--- config.mk ---
export PLATFORM = sky130hd
export DESIGN_NAME = if_stage
export DESIGN_NICKNAME = d
export VERILOG_FILES = /design/src/rtl/if_stage.sv
export SDC_FILE = /design/constraint.sdc
export NUM_CORES = 1
export LEC_CHECK = 0
export CAP_MARGIN = 40
export CORE_MARGIN = 2
export CORE_UTILIZATION = 46
export DETAILED_ROUTE_END_ITERATION = 8
export HOLD_SLACK_MARGIN = 0.15
export PLACE_DENSITY = 0.77
export SETUP_SLACK_MARGIN = 0.15
export SYNTH_ARGS = -nofsm -noshare
export SYNTH_HDL_FRONTEND = slang
export SYNTH_SLANG_ARGS = --single-unit
--- constraint.sdc ---
create_clock -name clk -period 6.6 [get_ports clk]
set_clock_uncertainty 0.1 [all_clocks]
set_input_delay 0.66 -clock clk [delete_from_list [all_inputs] [get_ports clk]]
set_output_delay 0.66 -clock clk [all_outputs]
set_load 0.005 [all_outputs]
--- src/rtl/if_stage.sv ---
// Instruction fetch stage: issues one instruction-memory request at a time, holds the
// fetched word for decode, and follows branch/jump redirects from execute.
module if_stage #(
    parameter logic [63:0] RESET_PC = 64'h0000_0000_8000_0000,
    parameter logic [31:0] NOP_INST = 32'h0000_0013
) (
    input  logic        clk,
    input  logic        rst,
    output logic        imem_req,
    output logic [63:0] imem_addr,
    input  logic        imem_ack,
    input  logic [31:0] imem_rdata,
    input  logic        redirect_valid,
    input  logic [63:0] redirect_pc,
    input  logic        id_ready,
    output logic        inst_valid,
    output logic [31:0] inst,
    output logic [63:0] inst_addr
);

    typedef enum logic [1:0] {
        IDLE,
        FETCH,
        HOLD,
        DRAIN
    } state_t;

    state_t      state;
    state_t      state_nx;
    logic [63:0] fetch_pc;
    logic [63:0] fetch_pc_nx;
    logic [63:0] kill_pc;
    logic [63:0] kill_pc_nx;
    logic [31:0] inst_r;
    logic [31:0] inst_nx;
    logic [63:0] inst_pc_r;
    logic [63:0] inst_pc_nx;

    always_ff @(posedge clk or posedge rst) begin
        if (rst) begin
            state     <= IDLE;
            fetch_pc  <= RESET_PC;
            kill_pc   <= '0;
            inst_r    <= NOP_INST;
            inst_pc_r <= '0;
        end else begin
            state     <= state_nx;
            fetch_pc  <= fetch_pc_nx;
            kill_pc   <= kill_pc_nx;
            inst_r    <= inst_nx;
            inst_pc_r <= inst_pc_nx;
        end
    end

    always_comb begin
        state_nx    = state;
        fetch_pc_nx = fetch_pc;
        kill_pc_nx  = kill_pc;
        inst_nx     = inst_r;
        inst_pc_nx  = inst_pc_r;
        case (state)
            IDLE: begin
                state_nx = FETCH;
            end
            FETCH: begin
                if (imem_ack) begin
                    if (redirect_valid) begin
                        fetch_pc_nx = redirect_pc;
                    end else begin
                        inst_nx     = imem_rdata;
                        inst_pc_nx  = fetch_pc;
                        fetch_pc_nx = fetch_pc + 64'd4;
                        state_nx    = HOLD;
                    end
                end else if (redirect_valid) begin
                    // The killed request keeps its address on the bus until its ack arrives.
                    kill_pc_nx  = fetch_pc;
                    fetch_pc_nx = redirect_pc;
                    state_nx    = DRAIN;
                end
            end
            HOLD: begin
                if (redirect_valid) begin
                    fetch_pc_nx = redirect_pc;
                    state_nx    = FETCH;
                end else if (id_ready) begin
                    state_nx = FETCH;
                end
            end
            DRAIN: begin
                if (redirect_valid) begin
                    fetch_pc_nx = redirect_pc;
                end
                if (imem_ack) begin
                    state_nx = FETCH;
                end
            end
            default: begin
                state_nx = IDLE;
            end
        endcase
    end

    always_comb begin
        imem_req   = (state == FETCH) || (state == DRAIN);
        imem_addr  = (state == DRAIN) ? kill_pc : fetch_pc;
        inst_valid = (state == HOLD);
        inst       = (state == HOLD) ? inst_r : NOP_INST;
        inst_addr  = (state == HOLD) ? inst_pc_r : '0;
    end

endmodule
=== After elaboration in Yosys (flattened, before gate mapping) ===
Cells that the tools add are included.
Widths: inputs -> output; s select.

* RAM bits: 0
* Memories kept: 0
* Bits in read-only memories: 0
* Bits in registers: 226
* Latch bits: 0

* Equal/unequal tests: 7
* Reductions and logical operators: 7
* Shifts and indexed selects: 0
* Divide/modulo/power cells: 0
* Add/subtract/negate cells: 1
* Bitwise gates (word level): 2
* Muxes and demuxes: 14
* Multiply operators: 0
* $lt $le $gt $ge: 0

{| class="wikitable"
|+ Operator list
! kind !! number
|-
| $mux 64 || 5
|-
| $pmux 64 s2 || 1
|-
| $add 64x3->64 const B || 1
|-
| $mux 32 || 1
|-
| $mux 2 || 6
|-
| $ne 3x3->1 const B || 3
|-
| $pmux 2 s4 || 1
|-
| $reduce_and 3->1 || 2
|-
| $eq 2x2->1 const B || 2
|-
| $reduce_and 4->1 || 1
|-
| $eq 2x1->1 const B || 1
|-
| $logic_not 2->1 || 1
|-
| $ne 2x2->1 const B || 1
|-
| $not 1->1 || 2
|-
| $reduce_bool 2->1 || 1
|-
| $reduce_or 2->1 || 1
|-
| $logic_or 1x1->1 || 1
|}

=== Logic depth before layout (Yosys ltp) ===
Gate-level depths: netlist (run 1).

* Depth in word-level cells: 4
* Gate-level depth with buffers: 9
* Mapped depth without buffers: 7

=== Worst setup path before layout (run 1) ===
Ideal clock, no wire load.

* Path kind: reg-to-output
* From: reg state[0]
* To: out imem_addr[10]
* Slack: 4.189 ns
* Arrival time: 1.651 ns
* Stages on the path, launching flop included: 6
* Path through: dfrtp_1 clkbuf_1 clkbuf_1 nand2_1 clkbuf_1 mux2_2

* Cells in the longest elaborated chain, start to end: 2

{| class="wikitable"
|+ RTL lines
! item !! RTL line !! source
|-
| start, declared || 28 || <nowiki>state_t state;</nowiki>
|-
| start signal, assigned || 47 || <nowiki>state <= state_nx;</nowiki>
|-
| $eq 2x2->1 || 106 || <nowiki>imem_addr = (state == DRAIN) ? kill_pc : fetch_pc;</nowiki>
|-
| $mux 64 || 106 ||
|-
| end, declared || 10 || <nowiki>output logic [63:0] imem_addr,</nowiki>
|}

No other way between the ends.

=== Final worst setup path (run 1) ===
* From: reg state[1]
* To: out inst_addr[46]

* Cells in the longest elaborated chain, start to end: 2

{| class="wikitable"
|+ RTL lines
! item !! RTL line !! source
|-
| $eq 2x2->1 || 109 || <nowiki>inst_addr = (state == HOLD) ? inst_pc_r : '0;</nowiki>
|-
| $mux 64 || 109 ||
|-
| end, declared || 18 || <nowiki>output logic [63:0] inst_addr</nowiki>
|}

No other way between the ends.

==> flow_summary.toml, run 1 <==
[pwr]
power_density_mw_per_mm2 = 298
fin_total_pwr_mw = 4.63
vdd_drop_max_uv = 178
p_leak_nw = 6.62

[run]
cap_violations = 0

[logic_synthesis]
synth_flop_cell = "dfrtp_1"
synth_area_per_cell_um2 = 9.17
synth_edf_count = 0
yosys-top-cells-area = "dfrtp_1 (47%), mux2_2 (12%), nand2_1 (11%), and2_1 (5.0%), clkbuf_1 (2.8%)"
synth_area_mm2 = 0.0118
ys_seq_area_share_pct = 48.0
mappedNetlistNets = 1389
synthArstFlopShare_pct = 100
syn_inst = 1287
yosys_warnings = 0
netlist-cell-type-count = 62
synth_top_area_cell = "dfrtp_1"
yosysTopAreaCellShare_pct = 47.1
ys_ff_latch = 226

[floorplan]
initial_core_util_pct = 46.9
die_w_um = 164
core_mm2 = 0.0252
dieArea_mm2 = 0.0269
fp-row-count = 58
die_y_um = 164
io_pins = 263

[critical_path]
startpoint = "state[1]"
r2r-start = "state[0]"
path_max_fanout = 68
reg2regPathDepth = 6
ff2ff_setup_slack_ns = 3.37
arrival_ns = 3.24
endpoint = "inst_addr[46]"
cp.required_ns = 5.84
cp-end-kind = "output pin"
timing.rr.end = "fetch_pc[46]"
cpMaxStageDelayCell = "dfrtp_1"
worstSetupPathType = "register to output pin"
cp-start-kind = "register"
max_stage_delay_ns = 0.73
cp_cell_sequence = "nor2b_4 > buf_4 > and2_1 > clkdlybuf4s50_1"

[timing]
period_share_pct = 60.6
rsz0062_at_grt = "false"
worst_slew_pin_slew_ns = 0.935
period_minus_slack_ns = 4.00
drv_slew = 0
setup_tns_ns = 0
setup_viol = 0
relSlewSlack_pct = 37.5
hold_viol_final = 0
max_clock_freq_mhz = 250

[routing]
antenna_left = 0
routed_wl_mm = 35.6
drc_errors = 0
drtIter0Drc = 1004
wl_per_cell_um = 19.2
viasPerCell = 5.70
firstDrtPassIters = 5
route.vias.total = 10500

[cts]
cts.sinks = 226
clkLatencyLatePin_ns = 0.52
cts.hold.buffers_added = 0
post_cts_resized = 0
clk_path_buf_depth = 3
cts_tree = "built"
postCtsSetupRepairBufs = 0
htreeDepth = 1
clkTransAtPathRegs_ns = 0.07
ctsRootBufferMaster = "clkbuf_16"
cts_buffers = 25

[run_status]
outcome = "completed"

[global_routing]
grt_util_met3_pct = 4.67
first_global_vias = 10300
grt_overflow_total = 0
grt_busiest_layer = "met2"
grt_max_degree = 74
grtUsageTotal_pct = 26.0
antenna_found_initial = 3
grt_use_met2_pct = 41.9
grt_util_met1_pct = 35.1
grt_pass1_wl_mm = 55.5

[finish]
layout_common_cells = "nand2_1 (336), clkdlybuf4s50_1 (261), dfrtp_1 (222)"
drive_gt1_share_pct = 14.1
final_cell_area_mm2 = 0.0155
area_growth_pct = 31.6
utilization_pct = 61.7
layout_commonest_cell = "nand2_1"
fin_nets = 1601
fin_cells = 1848

[placed_design]
dp.cells = 1802
dpl_cell_area_mm2 = 0.0147
place.gp.congestion = 0.920
dpl.hpwl_mm = 24.1
portBuffers = 262

[worst_hold_path]
hold_path_class = "register to register"
[worst max-delay path: cells and delay by family (launching register included)]
| family | cells | cell delay [ns] |
|---|---|---|
| buffers and inverters | 2 | 1.05 |
| flip-flops | 1 | 0.73 |
| AND/OR/NAND/NOR | 2 | 0.88 |
[Yosys cell counts (6+ instances only)]
cell type,number
nand2_1,338
dfrtp_1,222
mux2_2,129
and2_1,95
clkbuf_1,87
nor2_1,59
o21ai_0,40
nand3_1,33
a21oi_1,32
nand4_1,27
nor3_1,27
nor4_1,16
inv_1,12
and3_1,11
mux2i_1,10
o211ai_1,10
nand2b_1,9
o22ai_1,9
or3_1,8
a31oi_1,7
buf_2,7
o21a_1,7
a221o_1,6
a311oi_1,6
[cell type report]
type                    count  area (um^2)
diodes                      3         7.51
flip-flops and latches    226         5660
multi-input cells         952         5770
inverters                  12         48.8
well taps                 330          413
fillers                  2079         9660
clock inverters             9          101
repair buffers            282         2810
clock buffers              34          719
[logic make-up after synthesis]
family                     count (synthesis)  share of synthesized area, %
xor gates and xnor gates                   1                        0.0742
AOI/OAI and AO/OA                        159                          8.99
buffers and inverters                    109                          3.54
muxes                                    139                          13.2
adders and majority gates                  1                         0.106
and+or+nand+nor                          652                          26.2
DFF                                      226                          48.0
[metal layers]
metal  wire length, um  vias to the layer above
li1                  -                     4864
met1             14600                     5069
met2             16700                      508
met3              3160                       87
met4              1110                        0
met5                 0                        -
[how the worst min path moves through the flow]
| stage | startpoint | end | slack (ns) | cells past startpoint |
|---|---|---|---|---|
| 2_1_floorplan | inst_r[0] | inst_r[0] | 0.34 | 2 |
| 3_3_place_gp | inst_r[0] | inst_r[0] | 0.34 | 2 |
| 3_5_place_dp | inst_r[0] | inst_r[0] | 0.35 | 2 |
| 4_1_cts | inst_r[0] | inst_r[0] | 0.36 | 2 |
| 5_1_grt | inst_r[4] | inst_r[4] | 0.38 | 2 |
| 6_report | inst_r[0] | inst_r[0] | 0.35 | 2 |
[sequential cells by signal, indices dropped and copies added (netlist names)]
name and count:
fetch_pc 64, kill_pc 64, inst_pc_r 64, inst_r 32
state 2
[per-stage QoR]
| step | setup WS [ns] | hold slack, ns |
|---|---|---|
| 2_1_floorplan | 2.89 | 0.336 |
| 3_3_place_gp | 2.79 | 0.342 |
| 3_5_place_dp | 2.67 | 0.346 |
| 4_1_cts | 2.54 | 0.356 |
| 5_1_grt | 2.34 | 0.383 |
| 6_report | 2.60 | 0.355 |
[report_power, final]
group          internal [mW]  leakage, nW  switching, mW
clock network          0.837        0.407          0.560
registers               1.77         2.69          0.292
logic                  0.672         3.52          0.508
total                   3.27         6.62           1.36
(Power assumes the default switching activity.)
==> run 2, diff against run 1 <==
==> constraint.sdc (replaced) <==
create_clock -name clk -period 3.5 [get_ports clk]
set_clock_uncertainty 0.1 [all_clocks]
set_input_delay 0.35 -clock clk [delete_from_list [all_inputs] [get_ports clk]]
set_output_delay 0.35 -clock clk [all_outputs]
set_load 0.005 [all_outputs]
==> run 2 against run 1 <==
Net effect:
- routed wire length increased by 0.32%
- critical endpoint is now imem_addr[44]
- non-clock buffer count rose by 11
- clock-buffer cell count decreased by 4
- utilization up 0.72 points
- flip-flop and latch count stayed put
==> flow_summary.toml, run 2 (synthesis gave the netlist of run 1 again) <==
[run_status]
outcome = "completed"

[finish]
fin_nets = 1612
drive_gt1_share_pct = 14.8
top_regs = "fetch_pc (64), inst_pc_r (64), kill_pc (64)"
layout_commonest_cell = "nand2_1"
utilization_pct = 62.4
area_growth_pct = 33.1
layout_common_cells = "nand2_1 (336), clkdlybuf4s50_1 (261), dfrtp_1 (222)"

[placed_design]
place_ws_ns = 0.715
dpl.hpwl_mm = 24.2
place.gp.congestion = 0.957
portBuffers = 262

[cts]
clkTransAtPathRegs_ns = 0.06
cts_buffers = 25
cts_tree = "built"
postCtsSetupRepairBufs = 0
htreeDepth = 1
cts.hold.buffers_added = 0
clkLatencyLatePin_ns = 0.53
ctsRootBufferMaster = "clkbuf_16"
cts.sinks = 226
post_cts_resized = 0
clk_path_buf_depth = 3

[global_routing]
grt_max_degree = 182
grt_pass1_wl_mm = 55.5
grt_overflow_total = 0
grtUsageTotal_pct = 26.0
first_global_vias = 10300
antenna_found_initial = 1

[floorplan]
io_pins = 263
core_mm2 = 0.0252
die_y_um = 164
initial_core_util_pct = 46.9
die_w_um = 164
fp-row-count = 58
dieArea_mm2 = 0.0269

[routing]
viasPerCell = 5.66
drc_errors = 0
drtIter0Drc = 1025
routed_wl_mm = 35.7
route.vias.total = 10500
antenna_left = 0
firstDrtPassIters = 5
wl_per_cell_um = 19.2

[critical_path]
path_max_fanout = 49
worstSetupPathType = "register to output pin"
timing.rr.end = "fetch_pc[63]"
cp-end-kind = "output pin"
cp.required_ns = 3.05
ff2ff_setup_slack_ns = 0.61
reg2regPathDepth = 6
r2r-start = "fetch_pc[19]"
arrival_ns = 2.75
cp-start-kind = "register"

[timing]
rsz0062_at_grt = "false"
setup_tns_ns = 0
worst_slack_ns = 0.297
relSlewSlack_pct = 28.6
period_minus_slack_ns = 3.20
setup_viol = 0
hold_viol_final = 0
drv_slew = 0
worst_slew_pin_slew_ns = 1.07
period_share_pct = 91.5
max_clock_freq_mhz = 312

[pwr]
power_density_mw_per_mm2 = 574
p_leak_nw = 6.71
fin_total_pwr_mw = 9.01
vdd_drop_max_uv = 363

[worst_hold_path]
hold_path_class = "input port to register"
hp-start = "imem_rdata[0]"
whs_path_depth = 3
holdPathEnd = "inst_r[0]"

[run]
cap_violations = 0
[run 2: changes by cell type in the layout (fill, tap and decap cells not counted), sizes merged]
cell	previous run	this run
bufinv	2	6
buf	21	32
inv	11	12
clkinv	6	7
clkbuf	34	30
diode	3	1
[run 2: cell type report]
class	instances	area (um^2)
sequential	226	5660
inverter	12	48.8
timing repair buffer	293	2910
clock buffer	30	664
clock inverter	15	235
tap	330	413
fill	2072	9470
multi-input combinational	952	5770
antenna	1	2.50
[run 2: how the worst max path moves through the flow]
stage / startpoint / end / depth (start not counted)
6_report: state[1] / imem_addr[44] / 4
3_5_place_dp: fetch_pc[19] / fetch_pc[63] / 6
2_1_floorplan: rst / fetch_pc[0] / 1
3_3_place_gp: imem_ack / fetch_pc[60] / 7
5_1_grt: state[1] / imem_addr[32] / 4
4_1_cts: state[1] / imem_addr[44] / 4
[run 2: power breakdown]
| part | switching, mW | internal [mW] |
|---|---|---|
| combinational | 0.957 | 1.28 |
| clock | 1.08 | 1.80 |
| sequential | 0.560 | 3.33 |
[run 2: worst max-delay path: stages (launching register included)]
cell             delay (ns)
dfrtp_1                0.64
nand2_4                0.37
buf_12                 0.35
mux2_2                 0.39
clkdlybuf4s50_1        0.47
[run 2: routing by layer]
metal  vias up  global-route usage, %  routed length (um)
met5         -                      0                   0
met4         0                   8.09                 906
met3        72                   5.68                3200
met2       468                   41.7               16700
met1      5089                   35.2               14800
li1       4897                      -                   -
[run 2: metrics by stage]
step	hold slack, ns	area, um^2	instances
5_1_grt	0.237	15700	1858
4_1_cts	0.216	15700	1857
3_5_place_dp	0.352	14800	1812
3_3_place_gp	0.341	14800	1812
2_1_floorplan	0.333	11800	1287
6_report	0.230	15700	1859
